`src/rtl/elevator_motion.sv`:
```
// rtl/elevator_motion.sv - car motion and door controller driven by the selected goal floor
//
// Ports:
//   clk, rst_n        : clock (rising edge) and asynchronous active-low reset
//   gf                : goal floor from the goal selector (2'b11 ignored)
//   led1..led3        : pending request lines for floors 1..3
//   floor             : current car floor
//   move_handler      : high while travelling; freezes goal re-selection upstream
//   up, down          : travel direction while moving
//   door_open         : door open indication
//   clr1..clr3        : one-cycle request-clear pulses for the served floor
module elevator_motion #(
    parameter logic [1:0] labelF1       = 2'b00,
    parameter logic [1:0] labelF2       = 2'b01,
    parameter logic [1:0] labelF3       = 2'b10,
    parameter int         TRAVEL_CYCLES = 8,
    parameter int         DOOR_CYCLES   = 4
) (
    input  logic       clk,
    input  logic       rst_n,
    input  logic [1:0] gf,
    input  logic       led1,
    input  logic       led2,
    input  logic       led3,
    output logic [1:0] floor,
    output logic       move_handler,
    output logic       up,
    output logic       down,
    output logic       door_open,
    output logic       clr1,
    output logic       clr2,
    output logic       clr3
);

    localparam int MAXC = (TRAVEL_CYCLES > DOOR_CYCLES) ? TRAVEL_CYCLES : DOOR_CYCLES;
    localparam int TW   = (MAXC > 1) ? $clog2(MAXC) : 1;

    typedef enum logic [1:0] {
        IDLE = 2'b00,
        MOVE = 2'b01,
        DOOR = 2'b10
    } state_t;

    state_t        state;
    logic [1:0]    target;
    logic [TW-1:0] timer;
    logic [2:0]    clr;

    logic          gf_led;
    logic          floor_led;
    logic [1:0]    next_floor;

    assign clr1 = clr[0];
    assign clr2 = clr[1];
    assign clr3 = clr[2];

    // One-hot clear vector for a floor encoding; invalid encodings clear nothing.
    function automatic logic [2:0] clr_of(input logic [1:0] f);
        logic [2:0] v;
        v = 3'b000;
        if (f == labelF1)      v = 3'b001;
        else if (f == labelF2) v = 3'b010;
        else if (f == labelF3) v = 3'b100;
        return v;
    endfunction

    always_comb begin
        gf_led = 1'b0;
        if (gf == labelF1)      gf_led = led1;
        else if (gf == labelF2) gf_led = led2;
        else if (gf == labelF3) gf_led = led3;

        floor_led = 1'b0;
        if (floor == labelF1)      floor_led = led1;
        else if (floor == labelF2) floor_led = led2;
        else if (floor == labelF3) floor_led = led3;

        // One floor step in the latched direction; never leaves the three valid floors.
        next_floor = floor;
        if (up) begin
            if (floor == labelF1)      next_floor = labelF2;
            else if (floor == labelF2) next_floor = labelF3;
        end else if (down) begin
            if (floor == labelF3)      next_floor = labelF2;
            else if (floor == labelF2) next_floor = labelF1;
        end
    end

    always_ff @(posedge clk or negedge rst_n) begin
        if (!rst_n) begin
            state        <= IDLE;
            floor        <= labelF1;
            target       <= labelF1;
            timer        <= '0;
            move_handler <= 1'b0;
            up           <= 1'b0;
            down         <= 1'b0;
            door_open    <= 1'b0;
            clr          <= 3'b000;
        end else begin
            clr <= 3'b000;
            case (state)
                IDLE: begin
                    if (gf_led) begin
                        timer <= '0;
                        if (gf == floor) begin
                            state     <= DOOR;
                            door_open <= 1'b1;
                            clr       <= clr_of(gf);
                        end else begin
                            state        <= MOVE;
                            target       <= gf;
                            move_handler <= 1'b1;
                            up           <= (gf > floor);
                            down         <= (gf < floor);
                        end
                    end
                end

                MOVE: begin
                    if (timer == TW'(TRAVEL_CYCLES - 1)) begin
                        timer <= '0;
                        floor <= next_floor;
                        if (next_floor == target) begin
                            state        <= DOOR;
                            move_handler <= 1'b0;
                            up           <= 1'b0;
                            down         <= 1'b0;
                            door_open    <= 1'b1;
                            clr          <= clr_of(target);
                        end
                    end else begin
                        timer <= timer + TW'(1);
                    end
                end

                DOOR: begin
                    // While a clear is in flight the request latch has not dropped yet,
                    // so a high led only counts as a new request once clr is low.
                    if (floor_led && (clr == 3'b000)) begin
                        clr   <= clr_of(floor);
                        timer <= '0;
                    end else if (timer == TW'(DOOR_CYCLES - 1)) begin
                        state     <= IDLE;
                        door_open <= 1'b0;
                        timer     <= '0;
                    end else begin
                        timer <= timer + TW'(1);
                    end
                end

                default: begin
                    state        <= IDLE;
                    timer        <= '0;
                    move_handler <= 1'b0;
                    up           <= 1'b0;
                    down         <= 1'b0;
                    door_open    <= 1'b0;
                end
            endcase
        end
    end

endmodule

```
`config.mk`:
```
export PLATFORM = sky130hd
export DESIGN_NAME = elevator_motion
export DESIGN_NICKNAME = d
export VERILOG_FILES = /design/src/rtl/elevator_motion.sv
export SDC_FILE = /design/constraint.sdc
export NUM_CORES = 1
export LEC_CHECK = 0
export CORE_MARGIN = 3
export CORE_UTILIZATION = 25
export CTS_CLUSTER_SIZE = 20
export DETAILED_ROUTE_END_ITERATION = 16
export PLACE_DENSITY_LB_ADDON = 0.1
export SKIP_LAST_GASP = 1
export SLEW_MARGIN = 40
export SYNTH_ARGS = -nofsm -noshare
export SYNTH_HDL_FRONTEND = slang
export SYNTH_SLANG_ARGS = --single-unit
```
`constraint.sdc`:
```
create_clock -name clk -period 3.38 [get_ports clk]
set_clock_uncertainty 0.1 [all_clocks]
set_input_delay 0.845 -clock clk [delete_from_list [all_inputs] [get_ports clk]]
set_output_delay 0.845 -clock clk [all_outputs]
set_load 0.005 [all_outputs]
```
==> results.toml <==
[global_routing]
track_usage_pct = 11.6
grt_pass1_wl_mm = 4.82
grt_pass1_vias = 977
antenna_found_initial = 0
grt_max_degree = 17
grt-ovfl-total = 0

[routing]
drc = 0
vias_per_cell = 4.86
vias = 953
drtPass1Iterations = 3
wl_per_cell_um = 14.6
drt_iter0_drc = 36
postRouteAntennaNets = 0
wl_mm = 2.87

[floorplanning]
core_mm2 = 0.00447
rows = 24
die-height_um = 75.2
dieWidth_um = 75.2
ios = 16
dieArea_mm2 = 0.00566
start_util_pct = 26.8

[logic_synthesis]
synth_compound_area_share_pct = 21.5
synthSimpleGateAreaFrac_pct = 14.1
yosysTopAreaCell = "dfrtp_1"
ys_top_cells_by_area = "dfrtp_1 33%, ha_1 16%, inv_1 4.7%"
synth_cell_types = 36
ys_top_cells_by_count = "16 x dfrtp_1, 15 x ha_1, 15 x inv_1"
ys_warn_count = 0
yosysSeqAreaShare_pct = 33.4
synthMuxAreaShare_pct = 9.51
avgSynthCellArea_um2 = 9.58
synth-seq-cells = 16
synth-main-ff-cell = "dfrtp_1"
synthMostInstantiatedCell = "dfrtp_1"
synth_top_family_by_area = "compound AO/OA/AOI/OAI gates"
synth_top_area_share_pct = 33.4
synth_fa_ha_area_share_pct = 15.7
synth-xor-area-share_pct = 0
synth_edf_count = 0
syn-num-nets = 147
synth_area_mm2 = 0.00120
ys_async_sr_fraction_pct = 100
synthCells = 125

[place]
dp.cells = 192
gp_routability_congestion = 0.795
dpl.hpwl_mm = 2.27
numPortBuffers = 15

[clock_tree]
cts.sinks = 16
root_buffer = "clkbuf_8"
cts_buffers = 3
cts_buffer_depth = 2
cts_resized = 0
h-tree-depth = 1
cts.reportedPaths.clkPinSlew_ns = 0.07
hold_buffers = 0
insertion_delay_ns = 0.26
post_cts_buffers = 0
cts_tree = "built"

[finish]
utilization_pct = 32.7
stdcell_count = 196
area_delta_synth_final_pct = 22.4
layout-drive-gt1-share_pct = 13.9
nets = 167
n_antenna_cell = 0

[hold_path]
hp-class = "reg2reg"

[timing]
maxSlewViolCount = 0
finalHoldViolations = 0
max_freq_mhz = 389
setup_viol = 0
slew_headroom_pct = 71.0
min_period_ns = 2.57
fin_tns_setup_ns = 0
rsz0062_at_grt = "false"
hold_ws_ns = 0.391
fin_crit_sh_pct = 76.0
tightest_slew_ns = 0.434

[setup_path]
slowest_delay_ns = 0.61
critPathLaunchType = "primary input"
critPathCaptureType = "register"
crit_slowest_cell = "clkdlybuf4s50_1"
crit_required_ns = 3.46
cp_max_fo = 7
crit_buf_inv = 2
cp_top_family = "buffers and inverters"
crit_arrival_ns = 2.65
cp_cell_sequence = "clkdlybuf4s50_1 > inv_1 > ha_1 > and3_1 > nor2_1 > nand2_1 > a21oi_2 > mux2i_1"
critPathKind = "in2reg"

[outcome]
outcome = "completed"

[flow_run]
drv_cap = 0

[power]
peakVddDrop_mv = 0.347
powerDensity_mw_per_mm2 = 636
leakagePower_nw = 0.660
==> kinds of logic (layout without fill, tap and decap cells) <==
family	after synthesis	in the layout
compound gates	33	33
mux	10	10
simple gates	34	34
fa+ha+maj	15	15
buf+inv	17	36
flops	16	16
==> final timing paths <==
kind	end	cells after the start	start	slack, ns
max reg2reg	state[0]	7	floor[0]	1.04
min reg2reg	timer[0]	1	timer[0]	0.39
max	down	8	gf[0]	0.81
min in group asynchronous	floor[0]	1	rst_n	0.40
max in group asynchronous	state[1]	1	rst_n	2.51
min	timer[0]	1	timer[0]	0.39
==> cell usage in the layout, fill, tap and decap left out, drive strengths merged <==
cell type      instances
clkbuf                 4
dfrtp                 16
a211o                  1
nor2b                  3
o32a                   2
ha                    15
o22ai                  1
a21oi                 10
mux2i                  5
nor4b                  1
a2bb2oi                1
a211oi                 4
and4                   1
nor3                   2
o21ai                  4
and3                   1
nand2                 13
o32ai                  2
o221ai                 2
inv                   15
o211ai                 1
o211a                  2
or3                    1
a221oi                 1
nand3b                 2
nand2b                 2
nor2                   5
a21boi                 1
nand3                  3
mux2                   5
clkdlybuf4s50         14
a21o                   1
buf                    3
==> where the power goes <==
part / switching, mW / total [mW] / internal, mW / leakage (nW)
sequential: 0.0549 / 0.302 / 0.247 / 0.211
clock: 0.0725 / 0.176 / 0.104 / 0.0288
combinational: 0.227 / 0.453 / 0.226 / 0.420
==> per-layer routing <==
layer / GRT usage (%) / wire, um
met3: 2.94 / 125
met1: 16.2 / 1520
met4: 4.66 / 48
met2: 17.0 / 1170
met5: 0 / 0
==> sequential cells by signal, indices dropped and copies added (netlist names) <==
signal and flops:
move_handler 1, up 1, timer 3, state 2, target 2, floor 2
down 1, clr 3, door_open 1
==> area by class of cell <==
cell class              instances  area, um^2
clock buffers                   4        55.1
fillers                       472        3010
inverters                      15        56.3
multi-input cells              92         728
flip-flops and latches         16         400
well taps                      52        65.1
repair buffers                 17         160
==> per-stage QoR <==
step	total power [mW]	cell area, um^2	setup WS, ns
after floorplan	0.605	1200	1.01
after global placement	0.769	1420	0.578
after detailed placement	0.765	1410	0.530
after CTS	0.948	1470	0.795
after global routing	1.01	1470	0.684
final	0.931	1470	0.812
==> worst register-to-register path, delay by kind of cell (launching register included) <==
| family | cells | cell delay (ns) |
|---|---|---|
| AO/OA/AOI/OAI | 3 | 0.80 |
| adder cells (fa/ha/maj) | 1 | 0.31 |
| multiplexers | 1 | 0.31 |
| AND/OR/NAND/NOR | 1 | 0.06 |
| buffers and inverters | 1 | 0.11 |
| flip-flops | 1 | 0.53 |
Note: power is estimated with default switching activity, not from simulation.
